$ cat config.mk
export PLATFORM = sky130hd
export DESIGN_NAME = rlbp_s2p_fifo
export DESIGN_NICKNAME = d
export VERILOG_FILES = /design/src/rtl/rlbp_s2p_pkg.sv /design/src/rtl/rlbp_sync_fifo.sv /design/src/rtl/rlbp_s2p_fifo.sv
export SDC_FILE = /design/constraint.sdc
export NUM_CORES = 1
export LEC_CHECK = 0
export BUFFER_PORTS_ARGS = -buffer_cell sky130_fd_sc_hd__buf_2
export CORE_ASPECT_RATIO = 0.5
export CORE_MARGIN = 2
export CORE_UTILIZATION = 56
export DETAILED_ROUTE_END_ITERATION = 12
export HOLD_SLACK_MARGIN = 0.12
export PLACE_DENSITY = 0.83
export SLEW_MARGIN = 10
export SYNTH_ARGS = -nofsm -noshare
export SYNTH_HDL_FRONTEND = slang
export SYNTH_SLANG_ARGS = --single-unit
$ cat constraint.sdc
create_clock -name wb_clk_i -period 7.8 [get_ports wb_clk_i]
set_input_delay 0.78 -clock wb_clk_i [delete_from_list [all_inputs] [get_ports wb_clk_i]]
set_output_delay 0.78 -clock wb_clk_i [all_outputs]
set_load 0.05 [all_outputs]
$ cat src/rtl/rlbp_s2p_pkg.sv
// Purpose : shared register map, STATUS/CTRL bit positions and frame timeout for the RLBP serial-to-parallel FIFO.
// Latency : n/a (constants only).
// Backpr. : n/a.
package rlbp_s2p_pkg;

   // Register select decoded from wbs_adr_i[3:2]
   typedef enum logic [1:0] {
      REG_DATA   = 2'd0,
      REG_STATUS = 2'd1,
      REG_CTRL   = 2'd2,
      REG_RSV    = 2'd3
   } reg_sel_e;

   // STATUS bit positions (count occupies [DEPTH_LOG2:0])
   localparam int ST_EMPTY = 8;
   localparam int ST_FULL  = 9;
   localparam int ST_OVF   = 10;
   localparam int ST_UNF   = 11;
   localparam int ST_FERR  = 12;

   // CTRL bit positions
   localparam int CTRL_EN      = 0;
   localparam int CTRL_CLR     = 1;
   localparam int CTRL_THR_LSB = 4;

   // Idle cycles tolerated inside a partial word before it is discarded
   localparam int TIMEOUT_CYCLES = 1024;

endpackage

$ cat src/rtl/rlbp_sync_fifo.sv
// Purpose : single-clock FIFO, 2**DEPTH_LOG2 entries, head visible combinationally (show-ahead).
// Latency : push visible in count/head the cycle after the push edge.
// Backpr. : push while full (no pop) is dropped and flagged on o_push_drop; pop while empty is ignored.
// Ports   : i_clk/i_rst (sync, active-high), i_clr flush, i_push/i_push_dat, i_pop,
//           o_head_dat, o_full, o_empty, o_count, o_push_drop.
module rlbp_sync_fifo
   import rlbp_s2p_pkg::*;
#(
   parameter int WIDTH      = 8,
   parameter int DEPTH_LOG2 = 3
) (
   input  logic                  i_clk,
   input  logic                  i_rst,
   input  logic                  i_clr,
   input  logic                  i_push,
   input  logic [WIDTH-1:0]      i_push_dat,
   input  logic                  i_pop,
   output logic [WIDTH-1:0]      o_head_dat,
   output logic                  o_full,
   output logic                  o_empty,
   output logic [DEPTH_LOG2:0]   o_count,
   output logic                  o_push_drop
);
   localparam int DEPTH = 1 << DEPTH_LOG2;
   localparam logic [DEPTH_LOG2:0] FULL_CNT = {1'b1, {DEPTH_LOG2{1'b0}}};

   logic [WIDTH-1:0]      r_mem [DEPTH];
   logic [DEPTH_LOG2-1:0] r_wr;
   logic [DEPTH_LOG2-1:0] r_rd;
   logic [DEPTH_LOG2:0]   r_cnt;

   logic w_do_pop;
   logic w_do_push;

   assign o_full     = (r_cnt == FULL_CNT);
   assign o_empty    = (r_cnt == '0);
   assign o_count    = r_cnt;
   assign o_head_dat = r_mem[r_rd];

   // A pop on a full FIFO frees the slot the same cycle, so a simultaneous push is kept.
   // No pass-through: a pop on an empty FIFO is ignored even if a push lands with it.
   assign w_do_pop    = i_pop & ~o_empty & ~i_clr;
   assign w_do_push   = i_push & (~o_full | w_do_pop) & ~i_clr;
   assign o_push_drop = i_push & o_full & ~w_do_pop & ~i_clr;

   always_ff @(posedge i_clk) begin
      if (w_do_push) begin
         r_mem[r_wr] <= i_push_dat;
      end
   end

   always_ff @(posedge i_clk) begin
      if (i_rst || i_clr) begin
         r_wr  <= '0;
         r_rd  <= '0;
         r_cnt <= '0;
      end else begin
         if (w_do_push) r_wr <= r_wr + 1'b1;
         if (w_do_pop)  r_rd <= r_rd + 1'b1;
         case ({w_do_push, w_do_pop})
            2'b10:   r_cnt <= r_cnt + 1'b1;
            2'b01:   r_cnt <= r_cnt - 1'b1;
            default: r_cnt <= r_cnt;
         endcase
      end
   end

endmodule

$ cat src/rtl/rlbp_s2p_fifo.sv
// Purpose : deserialise RLBP serial codes into WORD_BITS words, buffer them, expose DATA/STATUS/CTRL over Wishbone.
// Latency : last serial bit -> count 1 cycle; Wishbone ack 1 cycle after hit; irq_o lags count by 1 cycle.
// Backpr. : none on the serial side; words arriving at a full FIFO are dropped and OVERFLOW is set.
// Ports   : wb_clk_i/wb_rst_i (sync, active-high), wbs_* Wishbone slave, s_data_in/s_valid_in serial input, irq_o.
// Option  : define RLBP_S2P_TIMEOUT_EN to discard partial words after TIMEOUT_CYCLES idle cycles (FRAME_ERR).
module rlbp_s2p_fifo
   import rlbp_s2p_pkg::*;
#(
   parameter int         WORD_BITS   = 8,
   parameter int         DEPTH_LOG2  = 3,
   parameter logic [3:0] BASE_NIBBLE = 4'h3
) (
   input  logic        wb_clk_i,
   input  logic        wb_rst_i,
   input  logic        wbs_stb_i,
   input  logic        wbs_cyc_i,
   input  logic        wbs_we_i,
   input  logic [3:0]  wbs_sel_i,
   input  logic [31:0] wbs_dat_i,
   input  logic [31:0] wbs_adr_i,
   output logic        wbs_ack_o,
   output logic [31:0] wbs_dat_o,
   input  logic        s_data_in,
   input  logic        s_valid_in,
   output logic        irq_o
);
   localparam int CW = (WORD_BITS > 2) ? $clog2(WORD_BITS) : 1;
   localparam logic [CW-1:0] LAST_BIT = CW'(WORD_BITS - 1);

   // Registers
   logic                 r_ack;
   logic [31:0]          r_dat;
   logic                 r_en;
   logic [3:0]           r_thr;
   logic                 r_ovf;
   logic                 r_unf;
   logic                 r_irq;
   logic [WORD_BITS-2:0] r_shreg;
   logic [CW-1:0]        r_cnt;

   // Wires
   logic                 w_hit, w_acc, w_rd, w_wr;
   reg_sel_e             w_sel;
   logic                 w_pop, w_ctrl_wr, w_clr;
   logic [31:0]          w_w1c;
   logic [31:0]          w_status, w_rdata;
   logic                 w_bit, w_last, w_push;
   logic [WORD_BITS-1:0] w_word, w_head;
   logic                 w_full, w_empty, w_drop;
   logic [DEPTH_LOG2:0]  w_count;
   logic                 w_ferr, w_timeout;
   logic                 w_unused;

   assign w_unused = &{1'b0, wbs_adr_i[27:4], wbs_adr_i[1:0], wbs_sel_i[3:1], wbs_dat_i};

   // The cycle after an ack never accepts, so each transfer has exactly one accept cycle.
   assign w_hit     = wbs_cyc_i & wbs_stb_i & (wbs_adr_i[31:28] == BASE_NIBBLE);
   assign w_acc     = w_hit & ~r_ack;
   assign w_rd      = w_acc & ~wbs_we_i;
   assign w_wr      = w_acc & wbs_we_i;
   assign w_sel     = reg_sel_e'(wbs_adr_i[3:2]);
   assign w_pop     = w_rd & (w_sel == REG_DATA);
   assign w_ctrl_wr = w_wr & (w_sel == REG_CTRL) & wbs_sel_i[0];
   assign w_clr     = w_ctrl_wr & wbs_dat_i[CTRL_CLR];
   assign w_w1c     = (w_wr && (w_sel == REG_STATUS)) ? wbs_dat_i : 32'd0;

   // Deserializer: the completed word includes the bit arriving this cycle.
   assign w_bit  = r_en & s_valid_in;
   assign w_word = {r_shreg, s_data_in};
   assign w_last = (r_cnt == LAST_BIT);
   assign w_push = w_bit & w_last;

   rlbp_sync_fifo #(
      .WIDTH      (WORD_BITS),
      .DEPTH_LOG2 (DEPTH_LOG2)
   ) u_fifo (
      .i_clk       (wb_clk_i),
      .i_rst       (wb_rst_i),
      .i_clr       (w_clr),
      .i_push      (w_push),
      .i_push_dat  (w_word),
      .i_pop       (w_pop),
      .o_head_dat  (w_head),
      .o_full      (w_full),
      .o_empty     (w_empty),
      .o_count     (w_count),
      .o_push_drop (w_drop)
   );

`ifdef RLBP_S2P_TIMEOUT_EN
   logic [15:0] r_idle;
   logic        r_ferr;

   // Idle counter only runs while a partial word is pending and the block is enabled.
   assign w_timeout = r_en & ~w_bit & ~w_clr & (r_cnt != '0)
                      & (r_idle == 16'(TIMEOUT_CYCLES - 1));
   assign w_ferr    = r_ferr;

   always_ff @(posedge wb_clk_i) begin
      if (wb_rst_i) begin
         r_idle <= '0;
         r_ferr <= 1'b0;
      end else begin
         if (w_bit || w_clr || w_timeout || (r_cnt == '0)) r_idle <= '0;
         else if (r_en)                                    r_idle <= r_idle + 16'd1;
         r_ferr <= (r_ferr & ~w_w1c[ST_FERR]) | w_timeout;
      end
   end
`else
   assign w_timeout = 1'b0;
   assign w_ferr    = 1'b0;
`endif

   always_comb begin
      w_status                 = '0;
      w_status[DEPTH_LOG2:0]   = w_count;
      w_status[ST_EMPTY]       = w_empty;
      w_status[ST_FULL]        = w_full;
      w_status[ST_OVF]         = r_ovf;
      w_status[ST_UNF]         = r_unf;
      w_status[ST_FERR]        = w_ferr;
   end

   always_comb begin
      w_rdata = '0;
      case (w_sel)
         REG_DATA:   if (!w_empty) w_rdata[WORD_BITS-1:0] = w_head;
         REG_STATUS: w_rdata = w_status;
         REG_CTRL: begin
            w_rdata[CTRL_EN]                      = r_en;
            w_rdata[CTRL_THR_LSB+3:CTRL_THR_LSB]  = r_thr;
         end
         default:    w_rdata = '0;
      endcase
   end

   always_ff @(posedge wb_clk_i) begin
      if (wb_rst_i) begin
         r_ack <= 1'b0;
         r_dat <= '0;
         r_en  <= 1'b0;
         r_thr <= '0;
         r_ovf <= 1'b0;
         r_unf <= 1'b0;
         r_irq <= 1'b0;
      end else begin
         r_ack <= w_acc;
         r_dat <= w_rd ? w_rdata : 32'd0;
         if (w_ctrl_wr) begin
            r_en  <= wbs_dat_i[CTRL_EN];
            r_thr <= wbs_dat_i[CTRL_THR_LSB+3:CTRL_THR_LSB];
         end
         // A new event wins over a W1C landing in the same cycle.
         r_ovf <= (r_ovf & ~w_w1c[ST_OVF]) | w_drop;
         r_unf <= (r_unf & ~w_w1c[ST_UNF]) | (w_pop & w_empty);
         r_irq <= r_en & (r_thr != 4'd0) & (32'(w_count) >= 32'(r_thr));
      end
   end

   always_ff @(posedge wb_clk_i) begin
      if (wb_rst_i || w_clr || w_timeout) begin
         r_shreg <= '0;
         r_cnt   <= '0;
      end else if (w_bit) begin
         r_shreg <= w_word[WORD_BITS-2:0];
         r_cnt   <= w_last ? '0 : r_cnt + CW'(1);
      end
   end

   assign wbs_ack_o = r_ack;
   assign wbs_dat_o = r_dat;
   assign irq_o     = r_irq;

endmodule

==> implementation parameters <==
Parameter                              Value

Clock network
  H-Tree Depth ... 3
  Cells resized by post-CTS repair ... 0
  Clock sink count ... 108
  Number of buffers added by the clock tree synthesis step ... 9
  Number of setup buffers added after CTS ... 0
  Clock input transition at the sequential cells of the worst setup and hold paths ... 0.07 ns
  Clock latency on the worst-skew pair ... 0.34 ns
  Largest buffer count on any clock path ... 2
  Root buffer cell ... sky130_fd_sc_hd__clkbuf_16
  Number of hold-repair buffers added at the cts stage ... 0
  Clock tree from TritonCTS ... yes

Synth
  Predominant post-synthesis flop cell ... sky130_fd_sc_hd__edfxtp_1
  Count leader, synth ... sky130_fd_sc_hd__edfxtp_1
  Count of cell types in the netlist ... 45
  Seq/Total Area, Yosys ... 62.4%
  Post-synth top area share ... 42.8%
  Yosys synthesis warning count ... 0
  Number of flops mapped to enable cells by yosys ... 64
  Area contributors post-synth ... sky130_fd_sc_hd__edfxtp_1 (43%), sky130_fd_sc_hd__dfxtp_1 (20%), sky130_fd_sc_hd__mux4_2 (8.0%)
  Seq cells post-synth ... 108
  Syn Std Cell Area ... 4490 sq um
  Synthesized area per cell ... 13.7 sq um
  Ranking of synthesized cells by instance count ... sky130_fd_sc_hd__edfxtp_1 (64), sky130_fd_sc_hd__dfxtp_1 (44), sky130_fd_sc_hd__nand2_1 (26)
  Post-synthesis async set-or-reset flop share ... 0%
  Post-synthesis cell count ... 327
  Cell taking the most area after synthesis ... sky130_fd_sc_hd__edfxtp_1

Worst setup path
  Worst-path maximum fanout ... 7
  Kind of start point of the critical path ... input port
  Startpoint-to-endpoint class of the critical path ... in -> reg
  Worst r2r dst ... u_fifo.o_count[2]
  Biggest cell delay along the critical path ... 0.62 ns
  Number of cells on the worst reg-to-reg path ... 11
  Crit path capture type ... flip-flop
  CP required ... 8.07 ns
  Setup slack of the worst register-to-register path ... 4.48 ns
  Crit path cell chain ... buf_2, nand4bb_4, or4b_4, a211oi_4, inv_2, ha_1, xor2_1, ha_1, a21oi_1, xor2_1, or3_1, a21oi_1
  Worst endpoint data arrival time ... 3.71 ns
  Critical Path Slowest Stage Cell ... sky130_fd_sc_hd__or4b_4
  R2r startpoint ... u_fifo.o_count[1]

Layout
  Total of fill cells in the finished design ... 545
  Number of standard cells in the layout, taps in and fillers out ... 481
  Layout cell share with drive strength beyond 1 ... 23.0%
  Count of inserted antenna diode cells ... 0
  Net total in the final layout ... 450
  Area added between synthesis and finish ... 11.2%

Route
  Routed wire per std cell ... 18.1 um
  1st-iter DRT viols ... 204
  Via density per instance ... 5.63
  Remaining routing DRC violations ... 0
  Total wire length ... 8.72 mm
  Via Count ... 2708
  Number of optimization iterations in the first detailed-route pass ... 5
  Antenna-violating nets left ... 0

Place
  Number of placed cells counting well taps ... 465
  HPWL after DPL ... 5.81 mm
  RD Place Congestion ... 0.841
  Post-Place Worst Slack ... 4.09 ns
  I/O Buffers ... 35

Timing
  Number of hold violations in the final report ... 0
  Worst slew pin tran ... 1.10 ns
  Crit share post-route ... 44.1%
  Fmax ... 291 MHz
  Maximum clock skew at final layout ... 0.00565 ns
  Setup Total Neg Slack ... 0 ns
  Count of pins over their slew limit ... 0
  Final critical-path setup slack ... 4.36 ns
  Final Setup Violations ... 0
  Unrepaired setup endpoints after global routing ... no
  Max_slew headroom ... 26.5%
  Worst hold slack ... 0.472 ns
  Minimum period implied by the final worst setup slack ... 3.44 ns

Pwr
  Leakage Power ... 1.88 nW
  Combinational share of power ... 3.3%
  Power density cells ... 212 nW/um^2
  Relative contribution of sequential cells to total power ... 56.3%
  Clock group share of total power ... 40.4%
  Cell-internal power ... 831 uW
  Power after layout ... 1.06 mW
  Sw power ... 229 uW
  Sw Share ... 21.6%
  Maximum VDD drop ... 104 uV

Floorplanning
  Core Region ... 7890 sq um
  DIE HEIGHT ... 67.3 um
  Die X-Extent ... 131 um
  DIE AREA ... 8790 sq um
  Initial core utilization ... 56.9%
  Top Ports ... 109
  Standard-cell row count ... 23

Min path
  Worst min-delay path endpoint ... r_cnt[2]
  Cell count of the worst hold path ... 2
  Type of the most critical hold path ... reg -> reg
  Critical hold path startpoint ... r_cnt[2]

Global routing
  Largest net degree at the start of global routing ... 22
  Total gr overflow ... 0
  GRT Util Overall ... 21.1%
  Vias in the first global route ... 2592
  Global-route wire length before repair ... 13.4 mm
  Initial antenna violation count ... 0

Job
  Reported max-cap violation count ... 0

Run status
  Status ... finished clean
==> worst max-delay path by stage <==
stage                              from                 to  slack, ns  cells past startpoint
after floorplan           wbs_adr_i[30]  u_fifo.o_count[2]       4.39                     12
after global placement    wbs_adr_i[30]  u_fifo.o_count[2]       4.18                     12
after detailed placement  wbs_adr_i[30]  u_fifo.o_count[2]       4.09                     12
after CTS                 wbs_adr_i[30]  u_fifo.o_count[2]       4.37                     12
after global routing      wbs_adr_i[30]  u_fifo.o_count[2]       4.21                     12
final                     wbs_adr_i[30]  u_fifo.o_count[2]       4.36                     12
==> layer usage <==
layer / global-route usage (%) / vias up / share of wire [%]
met1: 26.7 / 1314 / 41
met5: 0 / - / 0
met4: 7.18 / 0 / 1.7
met3: 4.83 / 17 / 8.0
met2: 36.8 / 143 / 49
li1: - / 1234 / -
==> cell type report <==
type	count	area (sq um)	share of cell area, %
clock buffer	10	239	4.79
clock inverter	6	43.8	0.878
inverter	10	37.5	0.752
multi-input combinational	194	1510	30.2
sequential	108	2800	56.2
tap	112	140	2.81
timing repair buffer	41	220	4.41
==> layout by cell type (no fill, tap or decap), drive strengths merged, types with 2 or more instances in the layout <==
| master | instances |
|---|---|
| a21o | 3 |
| nand3 | 3 |
| edfxtp | 64 |
| conb | 20 |
| clkbuf | 10 |
| ha | 11 |
| nor2b | 3 |
| o21ai | 3 |
| and3 | 5 |
| nor3 | 10 |
| nor4 | 5 |
| dfxtp | 44 |
| nand2 | 27 |
| or2 | 2 |
| nand2b | 2 |
| buf | 41 |
| clkinv | 2 |
| inv | 13 |
| xor2 | 4 |
| mux2i | 15 |
| or3 | 2 |
| a21oi | 16 |
| and2 | 4 |
| nor2 | 21 |
| xnor2 | 3 |
| o2bb2ai | 7 |
| mux4 | 16 |
==> per-stage QoR <==
stage	util (%)	cell area (sq um)
floorplan	-	4560
global route	63.3	4990
detailed placement	59.7	4710
global placement	59.7	4710
CTS	63.3	4990
finish	63.3	4990
==> critical path: cells and delay by family <==
| family | cells | cell delay [ns] |
|---|---|---|
| xor+xnor | 2 | 0.27 |
| fa+ha+maj | 2 | 0.48 |
| simple gates | 3 | 1.16 |
| buf+inv | 2 | 0.23 |
| compound gates | 3 | 0.79 |
==> cell families (layout without fill, tap and decap cells) <==
group	after synthesis	count (layout)	synth area share (%)
buffers and inverters	44	67	5.58
AO/OA/AOI/OAI	34	34	5.30
other	1	20	0.0836
AND/OR/NAND/NOR	90	90	10.5
multiplexers	32	32	11.6
adder cells (fa/ha/maj)	11	11	3.07
flip-flops	108	108	62.4
XOR/XNOR	7	7	1.37
==> power by group through the flow <==
stage | combinational [mW] | sequential, mW | clock (mW)
3_5_place_dp | 0.0346 | 0.610 | 0
4_1_cts | 0.0347 | 0.597 | 0.434
5_1_grt | 0.0375 | 0.597 | 0.456
6_report | 0.0350 | 0.597 | 0.428
2_1_floorplan | 0.0339 | 0.610 | 0
3_3_place_gp | 0.0339 | 0.610 | 0
==> registers in the layout, indices dropped and copies added (netlist names), named ones only <==
name and flops:
u_fifo.r_wr 3, u_fifo.r_rd 3, irq_o 1, u_fifo.o_count 4, wbs_dat_o 12, r_thr 4, r_shreg 7, r_unf 1
u_fifo.r_mem 64, r_ovf 1, r_en 1, wbs_ack_o 1, r_cnt 3
No activity file was read; power rests on OpenSTA's default activity.
